[config.mk]
export PLATFORM = sky130hd
export DESIGN_NAME = oarr_clone_sched
export DESIGN_NICKNAME = d
export VERILOG_FILES = /design/src/rtl/oarr_clone_pkg.sv /design/src/rtl/oarr_clone_sched_arbiter.sv /design/src/rtl/oarr_clone_sched.sv
export SDC_FILE = /design/constraint.sdc
export NUM_CORES = 1
export LEC_CHECK = 0
export ABC_AREA = 1
export ABC_CLOCK_PERIOD_IN_PS = 2200
export BUFFER_PORTS_ARGS = -buffer_cell sky130_fd_sc_hd__clkbuf_2
export CAP_MARGIN = 10
export CORE_AREA = 2 2 82 84
export CTS_CLUSTER_DIAMETER = 40
export DETAILED_ROUTE_END_ITERATION = 10
export DIE_AREA = 0 0 84 86
export PLACE_DENSITY = 0.6
export SYNTH_ARGS = -nofsm -noshare
export SYNTH_HDL_FRONTEND = slang
export SYNTH_SLANG_ARGS = --single-unit
[constraint.sdc]
create_clock -name clk -period 2.2 [get_ports clk]
set_input_delay 0.11 -clock clk [delete_from_list [all_inputs] [get_ports clk]]
set_output_delay 0.11 -clock clk [all_outputs]
set_load 0.02 [all_outputs]
[src/rtl/oarr_clone_pkg.sv]
// ---------------------------------------------------------------------------
// oarr_clone_pkg
//
// Shared types, default sizes and the round-robin pick helper used by the
// element-copy scheduler (oarr_clone_sched) and its arbiter
// (oarr_rr_arbiter).
//
// Contents:
//   state_e      - scheduler FSM states (IDLE, COPY, VERIFY, DONE)
//   DEF_NUM_REQ  - default number of requesters
//   DEF_DEPTH    - default elements per array
//   DEF_WIDTH    - default bits per element
//   MAX_REQ      - largest requester count the pick helper handles
//   rr_pick()    - one-hot round-robin selection starting at a pointer
//
// The VERIFY state is only entered when OARR_CLONE_VERIFY_EN is defined;
// the enum always carries it so every build shares one state encoding.
// ---------------------------------------------------------------------------
package oarr_clone_pkg;

  typedef enum logic [1:0] {
    IDLE   = 2'd0,
    COPY   = 2'd1,
    VERIFY = 2'd2,
    DONE   = 2'd3
  } state_e;

  localparam int DEF_NUM_REQ = 4;
  localparam int DEF_DEPTH   = 6;
  localparam int DEF_WIDTH   = 4;
  localparam int MAX_REQ     = 8;

  // Walk the request vector starting at ptr, wrapping at n, and return a
  // one-hot vector marking the first set bit found. Requests are held in a
  // fixed MAX_REQ-wide vector so the helper is independent of the caller's
  // requester count; bits at or above n are never looked at.
  function automatic logic [MAX_REQ-1:0] rr_pick(
    input logic [MAX_REQ-1:0] req,
    input logic [2:0]         ptr,
    input int unsigned        n
  );
    logic [MAX_REQ-1:0] gnt;
    logic               found;
    int                 idx;
    gnt   = '0;
    found = 1'b0;
    for (int i = 0; i < MAX_REQ; i++) begin
      if (i < int'(n)) begin
        idx = int'(ptr) + i;
        if (idx >= int'(n)) begin
          idx = idx - int'(n);
        end
        if (!found && req[idx[2:0]]) begin
          gnt[idx[2:0]] = 1'b1;
          found         = 1'b1;
        end
      end
    end
    return gnt;
  endfunction

endpackage

[src/rtl/oarr_clone_sched_arbiter.sv]
// ---------------------------------------------------------------------------
// oarr_rr_arbiter
//
// Purely combinational round-robin arbiter for the copy scheduler.
//
// Parameters:
//   NUM_REQ - number of requesters (2..8)
//   PTR_W   - width of the round-robin pointer / granted index
//
// Ports:
//   req_i   [NUM_REQ-1:0] - request vector
//   ptr_i   [PTR_W-1:0]   - requester that has highest priority this pick
//   gnt_o   [NUM_REQ-1:0] - one-hot pick (all zero when no request)
//   idx_o   [PTR_W-1:0]   - binary index of the picked requester
//   valid_o               - high when some requester was picked
// ---------------------------------------------------------------------------
module oarr_rr_arbiter
  import oarr_clone_pkg::*;
#(
  parameter int NUM_REQ = DEF_NUM_REQ,
  parameter int PTR_W   = $clog2(NUM_REQ)
) (
  input  logic [NUM_REQ-1:0] req_i,
  input  logic [PTR_W-1:0]   ptr_i,
  output logic [NUM_REQ-1:0] gnt_o,
  output logic [PTR_W-1:0]   idx_o,
  output logic               valid_o
);

  logic [MAX_REQ-1:0] req_ext;
  logic [MAX_REQ-1:0] pick;

  assign req_ext = MAX_REQ'(req_i);
  assign pick    = rr_pick(req_ext, 3'(ptr_i), NUM_REQ);
  assign gnt_o   = pick[NUM_REQ-1:0];
  assign valid_o = |pick;

  // Turn the one-hot pick into a binary index so the scheduler can later
  // advance its pointer to the requester just after the one it served.
  always_comb begin
    idx_o = '0;
    for (int k = 0; k < NUM_REQ; k++) begin
      if (pick[k]) begin
        idx_o = PTR_W'(k);
      end
    end
  end

endmodule

[src/rtl/oarr_clone_sched.sv]
// ---------------------------------------------------------------------------
// oarr_clone_sched
//
// Round-robin scheduler sharing one element-copy datapath among NUM_REQ
// requesters. The granted requester's DEPTH-element source array is copied
// into the shared target array one element per cycle, then a done pulse is
// returned to that requester. Dropping req mid-copy aborts the transfer.
//
// Build option:
//   OARR_CLONE_VERIFY_EN - when defined, a VERIFY pass re-reads the source
//                          after the copy and flags any case-inequality on
//                          err (sticky until the next grant). When not
//                          defined there is no VERIFY pass and err is 0.
//
// Parameters:
//   NUM_REQ (2..8), DEPTH (>=1), WIDTH
//
// Ports:
//   clk      - clock, all state on the rising edge
//   rst_n    - asynchronous active-low reset
//   req      [NUM_REQ]       - level requests, held until done/abort
//   src_elem [NUM_REQ*WIDTH] - slice k is requester k's element at rd_idx
//   gnt      [NUM_REQ]       - one-hot grant, held for the whole transfer
//   rd_idx   [clog2(DEPTH)]  - element index being copied / verified
//   busy                     - high whenever the FSM is not IDLE
//   copied   [DEPTH*WIDTH]   - target array, element i at [i*WIDTH +: WIDTH]
//   done     [NUM_REQ]       - one-cycle completion pulse
//   abort    [NUM_REQ]       - one-cycle pulse when a granted req drops
//   err                      - verify mismatch flag
// ---------------------------------------------------------------------------
module oarr_clone_sched
  import oarr_clone_pkg::*;
#(
  parameter  int NUM_REQ = DEF_NUM_REQ,
  parameter  int DEPTH   = DEF_DEPTH,
  parameter  int WIDTH   = DEF_WIDTH,
  localparam int IDX_W   = (DEPTH > 1) ? $clog2(DEPTH) : 1,
  localparam int PTR_W   = $clog2(NUM_REQ)
) (
  input  logic                     clk,
  input  logic                     rst_n,
  input  logic [NUM_REQ-1:0]       req,
  input  logic [NUM_REQ*WIDTH-1:0] src_elem,
  output logic [NUM_REQ-1:0]       gnt,
  output logic [IDX_W-1:0]         rd_idx,
  output logic                     busy,
  output logic [DEPTH*WIDTH-1:0]   copied,
  output logic [NUM_REQ-1:0]       done,
  output logic [NUM_REQ-1:0]       abort,
  output logic                     err
);

  // Reject configurations the datapath cannot represent.
  if (DEPTH < 1 || NUM_REQ < 2 || NUM_REQ > MAX_REQ) begin : g_param_check
    $error("oarr_clone_sched: need DEPTH >= 1 and 2 <= NUM_REQ <= 8");
  end

  state_e                   state_q, state_d;
  logic [NUM_REQ-1:0]       gnt_q, gnt_d;
  logic [NUM_REQ-1:0]       done_q, done_d;
  logic [NUM_REQ-1:0]       abort_q, abort_d;
  logic [PTR_W-1:0]         gidx_q, gidx_d;
  logic [PTR_W-1:0]         rr_ptr_q, rr_ptr_d;
  logic [IDX_W-1:0]         rd_idx_q, rd_idx_d;
  logic [DEPTH*WIDTH-1:0]   copied_q, copied_d;
  logic                     err_q, err_d;

  logic [NUM_REQ-1:0]       pick_gnt;
  logic [PTR_W-1:0]         pick_idx;
  logic                     pick_valid;
  logic [PTR_W-1:0]         next_ptr;
  logic [WIDTH-1:0]         sel_elem;
  logic                     req_held;
  logic                     last_elem;

  oarr_rr_arbiter #(
    .NUM_REQ (NUM_REQ),
    .PTR_W   (PTR_W)
  ) u_arb (
    .req_i   (req),
    .ptr_i   (rr_ptr_q),
    .gnt_o   (pick_gnt),
    .idx_o   (pick_idx),
    .valid_o (pick_valid)
  );

  // The granted requester's current element, routed by the one-hot grant
  // so X/Z bits on the source pass through to the target untouched.
  always_comb begin
    sel_elem = '0;
    for (int k = 0; k < NUM_REQ; k++) begin
      if (gnt_q[k]) begin
        sel_elem = src_elem[k*WIDTH +: WIDTH];
      end
    end
  end

`ifdef OARR_CLONE_VERIFY_EN
  logic [WIDTH-1:0] cur_elem;

  // Target element currently addressed by rd_idx, used by the verify pass.
  always_comb begin
    cur_elem = '0;
    for (int i = 0; i < DEPTH; i++) begin
      if (rd_idx_q == IDX_W'(i)) begin
        cur_elem = copied_q[i*WIDTH +: WIDTH];
      end
    end
  end
`endif

  // The transfer survives only while the granted requester keeps req high.
  // After a transfer ends, priority moves to the requester just past the
  // one served, which is what keeps contending requesters fair.
  assign req_held  = |(req & gnt_q);
  assign last_elem = (rd_idx_q == IDX_W'(DEPTH - 1));
  assign next_ptr  = (gidx_q == PTR_W'(NUM_REQ - 1)) ? '0 : gidx_q + PTR_W'(1);

  // Next-state logic. done/abort default to zero so they only ever pulse
  // for the single cycle after the transition that raised them.
  always_comb begin
    state_d  = state_q;
    gnt_d    = gnt_q;
    gidx_d   = gidx_q;
    rr_ptr_d = rr_ptr_q;
    rd_idx_d = rd_idx_q;
    copied_d = copied_q;
    done_d   = '0;
    abort_d  = '0;
`ifdef OARR_CLONE_VERIFY_EN
    err_d    = err_q;
`else
    err_d    = 1'b0;
`endif

    unique case (state_q)
      IDLE: begin
        if (pick_valid) begin
          gnt_d    = pick_gnt;
          gidx_d   = pick_idx;
          rd_idx_d = '0;
          err_d    = 1'b0;
          state_d  = COPY;
        end
      end

      COPY: begin
        if (!req_held) begin
          abort_d  = gnt_q;
          gnt_d    = '0;
          rd_idx_d = '0;
          rr_ptr_d = next_ptr;
          state_d  = IDLE;
        end else begin
          for (int i = 0; i < DEPTH; i++) begin
            if (rd_idx_q == IDX_W'(i)) begin
              copied_d[i*WIDTH +: WIDTH] = sel_elem;
            end
          end
          if (last_elem) begin
            rd_idx_d = '0;
`ifdef OARR_CLONE_VERIFY_EN
            state_d  = VERIFY;
`else
            state_d  = DONE;
`endif
          end else begin
            rd_idx_d = rd_idx_q + IDX_W'(1);
          end
        end
      end

`ifdef OARR_CLONE_VERIFY_EN
      VERIFY: begin
        if (!req_held) begin
          abort_d  = gnt_q;
          gnt_d    = '0;
          rd_idx_d = '0;
          rr_ptr_d = next_ptr;
          state_d  = IDLE;
        end else begin
          if (sel_elem !== cur_elem) begin
            err_d = 1'b1;
          end
          if (last_elem) begin
            rd_idx_d = '0;
            state_d  = DONE;
          end else begin
            rd_idx_d = rd_idx_q + IDX_W'(1);
          end
        end
      end
`endif

      DONE: begin
        done_d   = gnt_q;
        gnt_d    = '0;
        rr_ptr_d = next_ptr;
        state_d  = IDLE;
      end

      default: begin
        gnt_d    = '0;
        rd_idx_d = '0;
        state_d  = IDLE;
      end
    endcase
  end

  // State register. Reset drops any transfer in flight with no pulses and
  // hands highest priority back to requester 0.
  always_ff @(posedge clk or negedge rst_n) begin
    if (!rst_n) begin
      state_q  <= IDLE;
      gnt_q    <= '0;
      gidx_q   <= '0;
      rr_ptr_q <= '0;
      rd_idx_q <= '0;
      copied_q <= '0;
      done_q   <= '0;
      abort_q  <= '0;
      err_q    <= 1'b0;
    end else begin
      state_q  <= state_d;
      gnt_q    <= gnt_d;
      gidx_q   <= gidx_d;
      rr_ptr_q <= rr_ptr_d;
      rd_idx_q <= rd_idx_d;
      copied_q <= copied_d;
      done_q   <= done_d;
      abort_q  <= abort_d;
      err_q    <= err_d;
    end
  end

  assign gnt    = gnt_q;
  assign rd_idx = rd_idx_q;
  assign busy   = (state_q != IDLE);
  assign copied = copied_q;
  assign done   = done_q;
  assign abort  = abort_q;
  assign err    = err_q;

endmodule

Word-level counts from Yosys, hierarchy flattened
Index checks and enable logic that the tools add are counted.
- multiply operators: 0
- muxes and demuxes: 51
- reduce and logical (&&, ||, !) cells: 27
- equality and inequality tests: 11
- bitwise gates (word level): 5
- shift-type cells: 0
- $add $sub $neg: 9
- magnitude comparators: 12
- div/mod/pow operators: 0
- operators by type and width (operator ; count):
    >= comparator 32 x 4 -> 1 bit, second input constant ; 3
    2-to-1 mux 4 bit ; 9
    2-to-1 mux 8 bit ; 4
    bitwise OR 8 bit ; 3
    2-to-1 mux 3 bit ; 7
    AND reduction 3 bit ; 6
    < comparator 3 x 4 -> 1 bit, second input constant ; 4
    2-to-1 mux 2 bit ; 7
    binary-select mux 1 bit (select 3 bit) ; 4
    demux 1 bit (select 3 bit) ; 4
    >= comparator 3 x 1 -> 1 bit, second input constant ; 4
    2-to-1 mux 1 bit ; 12
    AND reduction 2 bit ; 5
    case mux 3 bit (3 select lines) ; 1
    subtractor 3 bit, second input constant ; 3
    case mux 2 bit (2 select lines) ; 2
    case mux 4 bit (2 select lines) ; 1
    OR reduction 8 bit ; 1
    logical AND 1 bit ; 7
    adder 2 x 2 -> 3 bit, second input constant ; 2
    == test 3 x 2 -> 1 bit, second input constant ; 2
    == test 3 bit, second input constant ; 2
    bitwise AND 4 bit ; 1
    == test 2 bit, second input constant ; 2
    15 further kinds ; 19
- logic and storage cells: 128
- register bits: 45
- input port bits: 22
- ROM bits: 0
- memory bits (writable): 0
- bits in latches: 0
- output and inout port bits: 41
- memories: 0

Longest topological paths before layout
- depth in word-level cells: 17
- depth in mapped cells: 15
- gate-level depth less buffers: 15

Hierarchy
Synthesis repeated with hierarchy kept, for this count alone.
- cells, all modules: 339
- area total of the unflattened synthesis: 2524.9 um^2
- by module, submodules not included (module ; seq. area each (um^2) ; times used ; cells an instance ; area an instance (um^2)):
    oarr_clone_sched ; 1126.1 ; 1 ; 255 ; 2049.5
    oarr_rr_arbiter ; 0.0 ; 1 ; 84 ; 475.5

Worst setup path before layout
OpenSTA, ideal clock, no wires.
- kind: flip-flop to flip-flop
- start: register rr_ptr_q[1]
- end: register gnt_q[0], in the netlist gnt[0]
- setup time: 65 ps
- required time: 2135 ps
- path buffers: 0
- data arrival time: 1955 ps
- path slack: 180 ps
- stages on the path, launching flop included: 15
- period minus slack after synthesis: 2020 ps
- path through: dfrtp_1 -> inv_1 -> ha_1 -> inv_1 -> nand3_2 -> nand3_2 -> nand2_2 -> inv_2 -> nand3_1 -> nand3_2 -> nor2_2 -> nand3_2 -> nand2_2 -> nand2_1 -> nand2_1
- cells in the longest elaborated chain, start to end: 17
- elaborated cells on any way between the ends: 64
- those cells by class: add/sub (7); order compare (12); eq/ne (1); mux (29); bitwise (3); reduce/logical (12)
- RTL lines (item ; RTL line ; RTL):
    from (decl) ; oarr_clone_sched.sv:63 ; logic [PTR_W-1:0] rr_ptr_q, rr_ptr_d;
    from (signal assigned) ; oarr_clone_sched.sv:227 ; rr_ptr_q <= rr_ptr_d;
    parallel branches: the longest is 13 deep, another holds >= comparator 32 x 4 -> 1 bit ; - ;
    2-to-1 mux 8 bit (*) ; oarr_clone_pkg.sv:53 ; if (!found && req[idx[2:0]]) begin
    OR reduction 8 bit ; oarr_clone_sched_arbiter.sv:36 ; assign valid_o = |pick;
    != test 2 bit (no line) ; - ;
    AND reduction 2 bit (no line) ; - ;
    to (signal assigned) ; oarr_clone_sched.sv:225 ; gnt_q <= gnt_d;
    to (decl) ; oarr_clone_sched.sv:59 ; logic [NUM_REQ-1:0] gnt_q, gnt_d;
Every way passes the cells marked *. The select of a mux whose other input is x is not followed.
A chain may end at the register's enable or synchronous reset.

Worst setup path after layout
- start: register rr_ptr_q[0]
- end: register gnt_q[2], in the netlist gnt[2]
Same word-level chain as after synthesis.

==> out/summary.md <==
The flow ran to the end, and the final reports show no timing, DRC or antenna violations. The cell chosen for the clock root is sky130_fd_sc_hd__clkbuf_8. For the first-iteration detailed-routing DRC count, the log shows 114. The longest clock path from root to sink contains 2 buffers. The overall power was 3930 uW. Setup violations remaining at the end of the flow were counted as 0. The wire length of the first global-routing pass is 9.15 mm, and the measured slew at the worst slew-check pin is 869 ps. Static timing analysis puts the maximum clock frequency at 508 MHz. Measured in cells, the most critical reg-to-reg path has a length of 14. Dividing the detail-routed via count by the number of cells gives 4.81.

The via count of the first global-routing pass came out at 1960. Between clock sinks in the finished design, the worst skew comes to 11.1 ps. The overall global routing resource usage was 0.155.

The tools report the number of max-slew violations in the final report as 0. Counting flops and latches in the post-synthesis netlist gives 45. The data required time of the critical path is 2390 ps, and the count of buffers from port buffering is 61. For the final weighted congestion of routability-driven global placement, the log shows 0.877. Counting the buffers created by CTS gives 5.

The number of setup buffers added after CTS is 0. For the CTS H-tree depth, the log shows 2. The hold violation total from the final report was 0; the count of nets left with antenna violations after detail routing was 0. The number of antenna violations at the first check in global routing came out at 0. The area of the core region was 6280 um^2. In the final timing run, aggregate negative setup slack is 0 ps. 63 I/O pins were placed.

The effective utilization at floorplan is 0.388, and the total power density per cell area is 1310 nW/um^2. VDD sags by at most 527 uV. The total overflow left after global routing is 0. Clock-pin slew was measured on the worst setup and hold paths at 90 ps. The filler cell count was 598. After legalization and detailed placement, the total HPWL measured 4.16 mm.

The worst setup path is of the flip-flop to flip-flop kind. Yosys printed 0 warnings. The width of the chip is 84 um, and the worst path setup slack after routing is 230 ps. The share of the clock period used by the worst path was 0.896; the area growth from synthesis to final layout was 23.2%. Fraction of final layout cells with drive strength greater than 1: 0.383. The detailed router placed 2000 vias in this run. The run gives 0.462 as the part of the Yosys area used for sequential elements. The critical register-to-register path startpoint was rr_ptr_q[0]. In the routed design, unresolved DRC markers number 0.

The die outline height is 86 um, and the post-placement cell area is 2870 um^2. TritonCTS built the clock tree. The average footprint of a synthesized cell is 9.19 um^2, and the register-to-register path setup slack is 230 ps. The number of violations of the max-capacitance limit is 0, and the clock latency on the worst-skew pair is 300 ps.

Along the worst path, the maximum fanout reaches 10. Number of inserted diodes: 0. Counting I/O delays and the setup requirement, the final critical path takes 1970 ps.

The tools report the full die area as 7220 um^2. STA classifies the critical path endpoint as a flip-flop. The endpoint identified for the worst register-to-register timing path is gnt[2]. The first detailed-routing pass ran for 4 iterations.

Before CTS, the worst setup slack after placement is 144 ps. In the final routed layout, each cell accounts on average for 12.7 um. After synthesis the cells add up to 2440 um^2. The leakage power summed over all cells is 0.00166 uW, and the instance count of the mapped netlist is 265. The logs give 5.27 mm for the wire length reported by the detailed router and 2160 ps for the worst path arrival time. Critical path startpoint category: a flip-flop. The count of cells in the finished layout, fillers not included, comes to 416. The maximum number of pins on one net before global-route repair was 17. Synthesis produced a netlist with a net count of 297. The finished cells cover 3000 um^2. The number of clock sinks seen by CTS is 45, and the placed cell count is 407.

Layout net count: 370. The type of the tightest min-delay check was input pin to asynchronous set/reset pin. Count of unique library cells instantiated by Yosys: 28. Row generation in the floorplan step produced 29 rows. Worst slew margin relative to its limit: 0.415.
## through the flow
stage	hold slack [ps]	utilization
final	238	0.478
after global routing	272	0.478
after CTS	244	0.474
after detailed placement	37.2	0.457
after global placement	35.2	0.457
after floorplan	-186	-
## power by group
part | switching, uW | leakage [uW] | internal [uW] | total (uW)
clock network | 292 | 0.0000447 | 229 | 522
registers | 137 | 0.000608 | 1030 | 1160
logic | 1470 | 0.00101 | 773 | 2250
total | 1900 | 0.00166 | 2030 | 3930
## sequential cells by signal, indices dropped and copies added, names as in the netlist
name and flops:
state_q 2, rd_idx 3, abort 4, gnt 4, gidx_q 2, rr_ptr_q 2, copied 24, done 4
## synth_stat cells
| cell type | n | share of area |
|---|---|---|
| sky130_fd_sc_hd__ha_1 | 10 | 0.051 |
| sky130_fd_sc_hd__buf_2 | 1 | 0.0021 |
| sky130_fd_sc_hd__buf_4 | 1 | 0.0031 |
| sky130_fd_sc_hd__o21ai_4 | 1 | 0.0067 |
| sky130_fd_sc_hd__nand2_2 | 6 | 0.015 |
| sky130_fd_sc_hd__nor3_2 | 3 | 0.012 |
| sky130_fd_sc_hd__nor2_4 | 1 | 0.0046 |
| sky130_fd_sc_hd__nor3_4 | 2 | 0.013 |
| sky130_fd_sc_hd__clkinv_1 | 2 | 0.0031 |
| sky130_fd_sc_hd__inv_2 | 5 | 0.0077 |
| sky130_fd_sc_hd__mux2_2 | 20 | 0.092 |
| sky130_fd_sc_hd__nand2_1 | 71 | 0.11 |
| sky130_fd_sc_hd__nand3_1 | 19 | 0.039 |
| sky130_fd_sc_hd__inv_1 | 22 | 0.034 |
| sky130_fd_sc_hd__nor2_2 | 4 | 0.010 |
| sky130_fd_sc_hd__nand2_4 | 1 | 0.0046 |
| sky130_fd_sc_hd__nand3_2 | 8 | 0.033 |
| sky130_fd_sc_hd__dfrtp_1 | 45 | 0.46 |
| sky130_fd_sc_hd__o21ai_1 | 1 | 0.0021 |
| sky130_fd_sc_hd__o21ai_0 | 12 | 0.025 |
| sky130_fd_sc_hd__nand4_1 | 1 | 0.0026 |
| sky130_fd_sc_hd__o21ai_2 | 2 | 0.0072 |
| sky130_fd_sc_hd__a21oi_1 | 4 | 0.0082 |
| sky130_fd_sc_hd__nor2_1 | 16 | 0.025 |
| sky130_fd_sc_hd__a211o_1 | 1 | 0.0036 |
| sky130_fd_sc_hd__conb_1 | 1 | 0.0015 |
| sky130_fd_sc_hd__a31oi_1 | 1 | 0.0026 |
| sky130_fd_sc_hd__mux2_1 | 4 | 0.018 |
## per-layer routing
metal | up-vias | track usage | wire length, um
met4 | 0 | 0.0352 | 46
met3 | 4 | 0.0318 | 253
met1 | 931 | 0.209 | 2460
li1 | 1010 | - | -
met5 | - | 0 | 0
met2 | 55 | 0.258 | 2510
## worst max path at each step
stage	start	to	slack (ps)
after floorplan	rr_ptr_q[1]	gnt[0]	180
after global placement	gnt[1]	copied[5]	220
after detailed placement	rr_ptr_q[0]	gnt[0]	140
after CTS	rr_ptr_q[0]	gnt[2]	120
after global routing	rr_ptr_q[0]	gnt[1]	-3
final	rr_ptr_q[0]	gnt[2]	230
## worst max-delay path: stages (launching register included)
cell	delay [ps]
sky130_fd_sc_hd__dfrtp_1	410
sky130_fd_sc_hd__inv_4	130
sky130_fd_sc_hd__ha_4	230
sky130_fd_sc_hd__inv_1	80
sky130_fd_sc_hd__nand3_2	100
sky130_fd_sc_hd__nand3_2	120
sky130_fd_sc_hd__nand2_2	80
sky130_fd_sc_hd__nor2_2	160
sky130_fd_sc_hd__nand2_1	70
sky130_fd_sc_hd__nand3_1	130
sky130_fd_sc_hd__nor2_2	60
sky130_fd_sc_hd__nand3_2	100
sky130_fd_sc_hd__nand2_2	80
sky130_fd_sc_hd__nand2_1	70
sky130_fd_sc_hd__nand2_1	50
## cells by family after synthesis
| kind of cell | Yosys count | share of synthesized area |
|---|---|---|
| muxes | 24 | 0.111 |
| other | 1 | 0.00154 |
| AOI/OAI and AO/OA | 22 | 0.0550 |
| and+or+nand+nor | 132 | 0.269 |
| DFF | 45 | 0.462 |
| adders and majority gates | 10 | 0.0514 |
| buffers and inverters | 31 | 0.0498 |
## layout by cell type (no fill, tap or decap), types with 2 or more instances in the layout
cell                        n
sky130_fd_sc_hd__clkinv_1   2
sky130_fd_sc_hd__nor3_4     2
sky130_fd_sc_hd__inv_1     22
sky130_fd_sc_hd__inv_2      4
sky130_fd_sc_hd__mux2_1     4
sky130_fd_sc_hd__clkbuf_2  61
sky130_fd_sc_hd__clkbuf_8   5
sky130_fd_sc_hd__ha_1       8
sky130_fd_sc_hd__nand3_2    8
sky130_fd_sc_hd__nor2_1    16
sky130_fd_sc_hd__nor3_2     3
sky130_fd_sc_hd__nor2_2     4
sky130_fd_sc_hd__o21ai_0   12
sky130_fd_sc_hd__ha_4       2
sky130_fd_sc_hd__nand2_2    6
sky130_fd_sc_hd__nand2_1   71
sky130_fd_sc_hd__mux2_2    20
sky130_fd_sc_hd__buf_4      6
sky130_fd_sc_hd__nand3_1   19
sky130_fd_sc_hd__o21ai_2    2
sky130_fd_sc_hd__dfrtp_1   45
sky130_fd_sc_hd__a21oi_1    4
## cell type report
type	count	area (um^2)	area share
tap	77	96.3	0.0321
timing repair buffer	68	360	0.120
multi-input combinational	189	1210	0.404
clock inverter	3	25.0	0.00834
inverter	29	111	0.0371
clock buffer	5	68.8	0.0229
sequential	45	1130	0.375
## timing repair
item | 4_1_cts | 5_1_grt
hold buffers | 1 | 0
resized for setup | 0 | 4
hold endpoints to repair | 13 | 0
setup endpoints to repair | 0 | 10
Power figures use the tool's default switching activity.
